## src/rtl/simplebus_arbiter.sv

```systemverilog
// ============================================================================
// simplebus_arbiter
// ----------------------------------------------------------------------------
// Round-robin arbiter that shares one simplebus between NUM_LEADERS leaders.
// A grant is held for one whole transaction: the start/upper-address cycle,
// the mid-address cycle, the low-address cycle, and then the data phase. The
// grant is released when dataValid completes the data phase. It is also
// released when the data phase runs TIMEOUT cycles with no follower
// answering. The block only watches start, read and dataValid, and drives
// nothing onto the bus itself.
//
// Ports
//   clock       in   bus clock; all state changes on posedge
//   reset       in   synchronous, active-high reset
//   req         in   [NUM_LEADERS] per-leader level request
//   start       in   observed bus start strobe from the granted leader
//   read        in   observed read strobe, sampled in the low-address cycle
//   dataValid   in   observed dataValid (tri-state net); only 1'b1 counts
//   grant       out  [NUM_LEADERS] registered one-hot grant
//   busy        out  high while any grant is held
//   xfer_read   out  direction latched for the current/last transaction
//   done        out  one-cycle pulse on normal completion
//   timeout     out  one-cycle pulse on timeout abort
//   timeout_id  out  [$clog2(NUM_LEADERS)] leader of the last timed-out txn
// ============================================================================

// ----------------------------------------------------------------------------
// Per-leader cell. It flags a request whose index lies strictly above the
// round-robin pointer. Those requests have priority over the ones that must
// wrap around through index 0.
// ----------------------------------------------------------------------------
module simplebus_arbiter_lane #(
    parameter int IW   = 2,
    parameter int LANE = 0
) (
    input  logic          req_bit,
    input  logic [IW-1:0] last,
    output logic          hi_req
);
    assign hi_req = req_bit && (LANE > int'(last));
endmodule

// ----------------------------------------------------------------------------
// Top level
// ----------------------------------------------------------------------------
module simplebus_arbiter #(
    parameter int NUM_LEADERS = 4,
    parameter int TIMEOUT     = 16,
    parameter int CW          = $clog2(TIMEOUT + 1)
) (
    input  logic                           clock,
    input  logic                           reset,
    input  logic [NUM_LEADERS-1:0]         req,
    input  logic                           start,
    input  logic                           read,
    input  logic                           dataValid,
    output logic [NUM_LEADERS-1:0]         grant,
    output logic                           busy,
    output logic                           xfer_read,
    output logic                           done,
    output logic                           timeout,
    output logic [$clog2(NUM_LEADERS)-1:0] timeout_id
);

    localparam int IW = $clog2(NUM_LEADERS);

    typedef enum logic [2:0] {
        S_IDLE     = 3'd0,
        S_GRANTED  = 3'd1,
        S_ADDR_MID = 3'd2,
        S_ADDR_LO  = 3'd3,
        S_DATA     = 3'd4
    } state_e;

    // ------------------------------------------------------------------
    // State
    // ------------------------------------------------------------------
    state_e                 state_q,      state_d;
    logic [NUM_LEADERS-1:0] grant_q,      grant_d;
    logic [IW-1:0]          gidx_q,       gidx_d;       // index of current grantee
    logic [IW-1:0]          last_q,       last_d;       // round-robin pointer
    logic                   xfer_read_q,  xfer_read_d;
    logic                   done_q,       done_d;
    logic                   timeout_q,    timeout_d;
    logic [IW-1:0]          timeout_id_q, timeout_id_d;
    logic [CW-1:0]          cnt_q,        cnt_d;

    // ------------------------------------------------------------------
    // dataValid comes from a tri-state net. A floating or unknown value
    // must not complete a transaction, so only a definite 1 counts. Logic
    // synthesis treats this as a plain equality test.
    // ------------------------------------------------------------------
    logic dv_on;
    assign dv_on = (dataValid === 1'b1);

    // ------------------------------------------------------------------
    // Round-robin winner. Requests above the pointer win first. If there
    // are none, the search wraps and takes the lowest request overall. In
    // both cases the winner is the lowest set bit of the chosen set.
    // ------------------------------------------------------------------
    logic [NUM_LEADERS-1:0] hi_req;
    logic [NUM_LEADERS-1:0] sel_req;
    logic [IW-1:0]          win;

    for (genvar g = 0; g < NUM_LEADERS; g++) begin : g_lane
        simplebus_arbiter_lane #(
            .IW   (IW),
            .LANE (g)
        ) u_lane (
            .req_bit (req[g]),
            .last    (last_q),
            .hi_req  (hi_req[g])
        );
    end

    always_comb begin
        sel_req = (|hi_req) ? hi_req : req;
        win     = '0;
        for (int i = NUM_LEADERS - 1; i >= 0; i--) begin
            if (sel_req[i]) win = IW'(i);
        end
    end

    // ------------------------------------------------------------------
    // Next-state / output logic
    // ------------------------------------------------------------------
    always_comb begin
        state_d      = state_q;
        grant_d      = grant_q;
        gidx_d       = gidx_q;
        last_d       = last_q;
        xfer_read_d  = xfer_read_q;
        cnt_d        = cnt_q;
        done_d       = 1'b0;
        timeout_d    = 1'b0;
        timeout_id_d = timeout_id_q;

        unique case (state_q)
            S_IDLE: begin
                // Every path out of a grant lands here. That guarantees at
                // least one cycle of bus turnaround between grants.
                if (|req) begin
                    grant_d      = '0;
                    grant_d[win] = 1'b1;
                    gidx_d       = win;
                    state_d      = S_GRANTED;
                end
            end

            S_GRANTED: begin
                if (start) begin
                    state_d = S_ADDR_MID;
                end else if (!req[gidx_q]) begin
                    // The leader withdrew before starting. The pointer is
                    // not advanced, so this leader keeps its priority.
                    grant_d = '0;
                    state_d = S_IDLE;
                end
            end

            S_ADDR_MID: begin
                state_d = S_ADDR_LO;
            end

            S_ADDR_LO: begin
                xfer_read_d = read;
                cnt_d       = '0;
                state_d     = S_DATA;
            end

            S_DATA: begin
                cnt_d = cnt_q + CW'(1);
                // Completion is tested first, so dataValid in the last
                // allowed cycle still counts as a normal finish.
                if (dv_on) begin
                    grant_d = '0;
                    done_d  = 1'b1;
                    last_d  = gidx_q;
                    cnt_d   = '0;
                    state_d = S_IDLE;
                end else if (cnt_q == CW'(TIMEOUT - 1)) begin
                    grant_d      = '0;
                    timeout_d    = 1'b1;
                    timeout_id_d = gidx_q;
                    last_d       = gidx_q;
                    cnt_d        = '0;
                    state_d      = S_IDLE;
                end
            end

            default: begin
                grant_d = '0;
                state_d = S_IDLE;
            end
        endcase
    end

    // ------------------------------------------------------------------
    // Registers
    // ------------------------------------------------------------------
    always_ff @(posedge clock) begin
        if (reset) begin
            state_q      <= S_IDLE;
            grant_q      <= '0;
            gidx_q       <= '0;
            last_q       <= IW'(NUM_LEADERS - 1);   // leader 0 goes first
            xfer_read_q  <= 1'b0;
            done_q       <= 1'b0;
            timeout_q    <= 1'b0;
            timeout_id_q <= '0;
            cnt_q        <= '0;
        end else begin
            state_q      <= state_d;
            grant_q      <= grant_d;
            gidx_q       <= gidx_d;
            last_q       <= last_d;
            xfer_read_q  <= xfer_read_d;
            done_q       <= done_d;
            timeout_q    <= timeout_d;
            timeout_id_q <= timeout_id_d;
            cnt_q        <= cnt_d;
        end
    end

    assign grant      = grant_q;
    assign busy       = |grant_q;
    assign xfer_read  = xfer_read_q;
    assign done       = done_q;
    assign timeout    = timeout_q;
    assign timeout_id = timeout_id_q;

endmodule
```

## config.mk

```make
export PLATFORM = sky130hd
export DESIGN_NAME = simplebus_arbiter
export DESIGN_NICKNAME = d
export VERILOG_FILES = /design/src/rtl/simplebus_arbiter.sv
export SDC_FILE = /design/constraint.sdc
export NUM_CORES = 1
export LEC_CHECK = 0
export ABC_CLOCK_PERIOD_IN_PS = 1940
export BUFFER_PORTS_ARGS = -buffer_cell sky130_fd_sc_hd__buf_2
export CAP_MARGIN = 20
export CORE_MARGIN = 2
export CORE_UTILIZATION = 40
export CTS_CLUSTER_SIZE = 10
export DETAILED_ROUTE_END_ITERATION = 10
export MAX_ROUTING_LAYER = met4
export SETUP_SLACK_MARGIN = 0.15
export SLEW_MARGIN = 40
export SYNTH_ARGS = -nofsm -noshare
export SYNTH_HDL_FRONTEND = slang
export SYNTH_SLANG_ARGS = --single-unit
```

## constraint.sdc

```tcl
create_clock -name clock -period 1.94 [get_ports clock]
set_input_delay 0.194 -clock clock [delete_from_list [all_inputs] [get_ports clock]]
set_output_delay 0.194 -clock clock [all_outputs]
set_load 0.03 [all_outputs]
```

==> results of run 1 <==
[cell type report]
type                            count  area (um2)  area share
Clock buffer                        3        22.5      0.0188
Clock inverter                      1        5.00     0.00418
Inverter                            3        11.3     0.00940
Multi-Input combinational cell     86         603       0.504
Sequential cell                    21         420       0.351
Tap cell                           30        37.5      0.0313
Timing Repair Buffer               19        97.6      0.0815
[cell families (layout without fill, tap and decap cells)]
group,count (synthesis),after routing,share of synthesized area
buf+inv,8,26,0.0436
compound gates,34,34,0.229
simple gates,49,49,0.289
flops,21,21,0.396
fa+ha+maj,1,1,0.0118
mux,2,2,0.0318
[worst max-delay path: stages, from the launching register on]
cell,delay (ps)
dfxtp_1,440
or4b_4,670
nor2_8,120
nand2_2,50
a311oi_2,250
[power by group through the flow]
stage               sequential (W)  clock (W)  combinational (W)
global route              0.000472   0.000242           0.000150
global placement          0.000477          0           0.000133
detailed placement        0.000477          0           0.000133
floorplan                 0.000478          0          0.0000967
CTS                       0.000468   0.000218           0.000134
finish                    0.000468   0.000207           0.000136
[sequential cells by signal, summed over array words and instances, names as in the netlist]
register	count
timeout	1
state_q	3
timeout_id	2
last_q	2
done	1
cnt_q	5
gidx_q	2
grant	4
xfer_read	1
[cell usage in the layout (no fill, tap or decap), types with 2 or more instances in the layout]
cell type and count:
nor3_1 4, o22a_1 2, a21oi_1 10, a32o_1 4, nand3_1 3, o21ai_1 2
nor3b_1 2, nand2_1 9, nor2_1 10, dfxtp_1 21, clkbuf_4 3, o21ai_0 5
nand2b_1 2, a211o_1 2, buf_2 18, or4_1 2, inv_1 3, nor2b_1 4
nand3b_1 3
[repair_timing]
item,in CTS,in global routing
setup buffers,0,1
resized for setup,0,2
endpoints found under the setup margin,0,6
[stage by stage]
stage | setup WS (ps) | hold WS [ps] | power, W | instance area (um2)
6_report | 335 | 156 | 0.000811 | 1200
5_1_grt | 157 | 154 | 0.000864 | 1200
4_1_cts | 219 | 151 | 0.000819 | 1180
3_5_place_dp | 233 | 469 | 0.000611 | 1150
3_3_place_gp | 311 | 443 | 0.000611 | 1150
2_1_floorplan | 372 | 354 | 0.000575 | 1060
[metal layers]
| metal | share of wire | up-vias |
|---|---|---|
| met5 | 0 | - |
| met4 | 0.0095 | 0 |
| met3 | 0.058 | 2 |
| met2 | 0.46 | 29 |
| met1 | 0.47 | 432 |
| li1 | - | 470 |
[worst paths after layout]
path	startpoint	depth (start not counted)	slack, ps	endpoint
min	read	3	160	xfer_read
max reg2reg	state_q[1]	4	330	cnt_q[3]
min reg2reg	xfer_read	2	480	xfer_read
max	state_q[1]	4	330	cnt_q[3]
==> results.md, run 1 <==
- Setup Skew: 2.45 ps
- Slew Limit Fails: 0
- DRC errors left: 0
- Worst-path maximum fanout: 10
- Sequential Power Share: 0.576
- Register bit total from synthesis: 21
- Status: finished clean
- Cell Area, Synth: 1060 um2
- Initial DRC count: 15
- Port Buffers: 18
- Antenna violations before repair: 0
- Gate power share: 0.168
- Worst vdd ir: 470 uV
- Grt ovf: 0
- Inserted Clock Buffers: 3
- Met1 usage in global routing: 0.190
- Total internal power: 0.000578 W
- Synth top area cells: dfxtp_1 40%, a21oi_1 4.7%, a32o_1 3.8%
- Post-synth top area cell: dfxtp_1
- Part of the cycle the worst path needs: 0.828
- Antenna diode instance count: 0
- Met2 GRT Util: 0.236
- Antenna Violating Nets Remaining: 0
- Reg clk slew, reported paths: 120 ps
- Yosys warnings: 0
- Endpoints failing hold: 0
- Fin cells: 163
- Worst Setup Start Kind: flip-flop
- Largest net degree at the start of global routing: 20
- CTS sink count: 21
- Seq/Total Area, Yosys: 0.396
- Ys flop type: dfxtp_1
- Sw Share: 0.288
- Nets: 144
- Global routing usage on met3: 0.0234
- Clock share of power: 0.255
- Asr flop ratio synth: 0
- Final WL: 2210 um
- Routability cong.: 0.753
- Core area: 2500 um2
- Syn_area_per_cell: 9.24 um2
- H-Tree Depth: 1
- Routed vias/inst: 5.72
- Count of cell types in the netlist: 42
- Net Sw Power: 0.000233 W
- Avg WL per Cell: 13.6 um
- Slew at the pin closest to its max-slew limit: 537 ps
- Hold-fix buffers, CTS: 0
- Initial Utilization: 0.425
- Post-DP HPWL: 1650 um
- Layout cell share with drive strength beyond 1: 0.241
- Total I/O pin count: 19
- Pwr dens: 677 nW/um2
- Rows: 18
- Crit path DAT: 1820 ps
- Fmax achieved: 0.623 GHz
- Cell leakage power: 0.445 nW
- Syn-to-layout area delta: 12.7%
- Worst Setup End Kind: flip-flop
- First-pass GRT wire length: 3600 um
- Skew-Pair Late Insertion Delay: 290 ps
- Post-synth top cells: 21 x dfxtp_1, 10 x a21oi_1, 10 x nor2_1
- CTS Buffer Depth: 2
- Share of the synthesized area in the top cell type: 0.396
- Vias in the first global route: 835
- Placed Cells: 158
- CP required: 2160 ps
- Max-cap violations: 0
- CTS tree: yes
- Fin crit period: 1610 ps
- RSZ-0062 raised after global routing: no
- Sum Neg Setup Slack: 0 ps
- Most frequent cell after synthesis: dfxtp_1
- Setup Crit Path Kind: flip-flop to flip-flop
- Die Span Y: 55.5 um
- CTS Root Cell: clkbuf_4
- Final setup fails: 0
- GR peak layer: met2
- Fillers: 268
- Synthesized instance count: 115
- Final core occ: 0.479
- Syn_nets: 125
- DR vias: 933
- Die area: 3080 um2
- EDFF count, synth: 0
- Max transition margin: 0.637
- Detailed Routing Iterations Pass 1: 4
- GRT Resource Usage Total: 0.149
- Chip width: 55.5 um
- Hold Crit Class: input pin to flip-flop
(Power assumes the default switching activity.)
==> inputs of run 2 (changes only) <==
ABC_CLOCK_PERIOD_IN_PS = 1550   (was 1940)
clock period = 1.55 ns   (was 1.94 ns; I/O delays follow)
==> run 2 against run 1 <==
Effect of this change: combinational power grew 70%; maximum frequency grew 7.3%; count of clock-buffer cells in the layout is the same; highest routed layer unchanged.
==> results.md, run 2 (same netlist as run 1, synthesis figures left out) <==
- Antenna Violating Nets Remaining: 0
- DRC errors left: 0
- Routability cong.: 0.740
- Crit-path cells: or4b_4, nor2_8, nand2_2, a311oi_2
- Pwr dens: 781 nW/um2
- Skew-Pair Late Insertion Delay: 300 ps
- CTS Buffer Depth: 2
- Grt ovf: 0
- GRT Resource Usage Total: 0.156
- Pre-CTS setup slack: 12.3 ps
- Fmax achieved: 0.668 GHz
- Initial Utilization: 0.425
- Reg clk slew, reported paths: 120 ps
- Post-DP HPWL: 1660 um
- CTS Root Cell: clkbuf_4
- Part of the cycle the worst path needs: 0.965
- Hold Path Depth: 3
- Avg WL per Cell: 14.3 um
- Detailed Routing Iterations Pass 1: 5
- Final WL: 2450 um
- Slowest stage delay, CP: 620 ps
- Routed vias/inst: 5.81
- Worst Setup End Kind: flip-flop
- Nets: 153
- Chip width: 55.5 um
- H-Tree Depth: 1
- Layout cell share with drive strength beyond 1: 0.415
- Initial DRC count: 28
- Final setup fails: 0
- Die area: 3080 um2
- Slowest cell on the critical path: or4b_4
- Most frequent cells in the layout: 17 x buf_2, 14 x dfxtp_1, 9 x nand2_1, 9 x a21oi_1, 9 x buf_4
- CP required: 1780 ps
- Worst R2R Path Depth: 4
- Endpoints failing hold: 0
- Hold-fix buffers, CTS: 0
- Largest net degree at the start of global routing: 20
- Largest register FFs: 5
- Slew at the pin closest to its max-slew limit: 626 ps
- CTS sink count: 21
- Vias in the first global route: 929
- Reg with most FFs: cnt_q
- Max transition margin: 0.579
- Cell leakage power: 0.518 nW
- Core area: 2500 um2
- Worst-path maximum fanout: 7
- Rows: 18
- Status: finished clean
- Most common cell after layout, fill and taps aside: buf_2
- Port Buffers: 18
- Syn-to-layout area delta: 30.2%
- Fin crit period: 1500 ps
- Crit path DAT: 1730 ps
- RSZ-0062 raised after global routing: yes
- Worst vdd ir: 615 uV
- Max-cap violations: 0
- Setup Crit Path Kind: flip-flop to flip-flop
- DR vias: 999
- Setup ws final: 53.8 ps
- Hold Crit Class: input pin to flip-flop
- Antenna diode instance count: 0
- First-pass GRT wire length: 3840 um
- CTS tree: yes
- Die Span Y: 55.5 um
- Antenna violations before repair: 0
- Slew Limit Fails: 0
- Fillers: 243
- Worst Setup Start Kind: flip-flop
- Total I/O pin count: 19
- Setup Skew: 1.95 ps
- Inserted Clock Buffers: 3
- Sum Neg Setup Slack: 0 ps
[run 2: area by class of cell]
cell class              instances  area, um2  share of cell area
flip-flops and latches         21        439               0.318
clock inverters                 1       7.51             0.00543
multi-input cells              86        688               0.498
inverters                       3       11.3             0.00814
repair buffers                 28        176               0.128
well taps                      30       37.5              0.0271
clock buffers                   3       22.5              0.0163
[run 2: timing repair]
action,CTS,global route
pin swaps,2,7
endpoints found under the setup margin,13,17
buffers inserted,3,3
gates resized for setup,12,18
[run 2: worst max-delay path, delay by kind of cell, from the launching register on]
family          cells  cell delay [ps]
flops               1              380
simple gates        3              830
compound gates      1              210
[run 2: path summary, 6_finish.rpt]
kind / start / end / slack (ps)
setup / recovery: state_q[0] / cnt_q[3] / 50
hold / removal: read / xfer_read / 100
setup reg to reg: state_q[0] / cnt_q[3] / 50
hold reg to reg: xfer_read / xfer_read / 470
[run 2: stage by stage]
stage / hold WS [ps] / instance area (um2) / util / std cells / power, W
after global routing: 95.2 / 1380 / 0.553 / 172 / 0.00113
after CTS: 99.0 / 1270 / 0.510 / 169 / 0.00107
after global placement: 426 / 1200 / 0.479 / 162 / 0.000776
after detailed placement: 440 / 1200 / 0.479 / 162 / 0.000777
final: 104 / 1380 / 0.553 / 172 / 0.00108
after floorplan: 315 / 1080 / - / 115 / 0.000726
[run 2: layer usage]
layer	part of all wire	track usage	up-vias
met5	0	-	-
li1	-	-	490
met4	0.014	0.0314	0
met1	0.46	0.192	474
met2	0.48	0.253	31
met3	0.049	0.0468	4
[run 2: where the power goes]
| group | leakage, nW | internal [W] | switching, W |
|---|---|---|---|
| Sequential | 0.175 | 0.000557 | 0.0000235 |
| Combinational | 0.329 | 0.000105 | 0.000126 |
| Clock | 0.0139 | 0.0000983 | 0.000171 |
| Total | 0.518 | 0.000760 | 0.000321 |
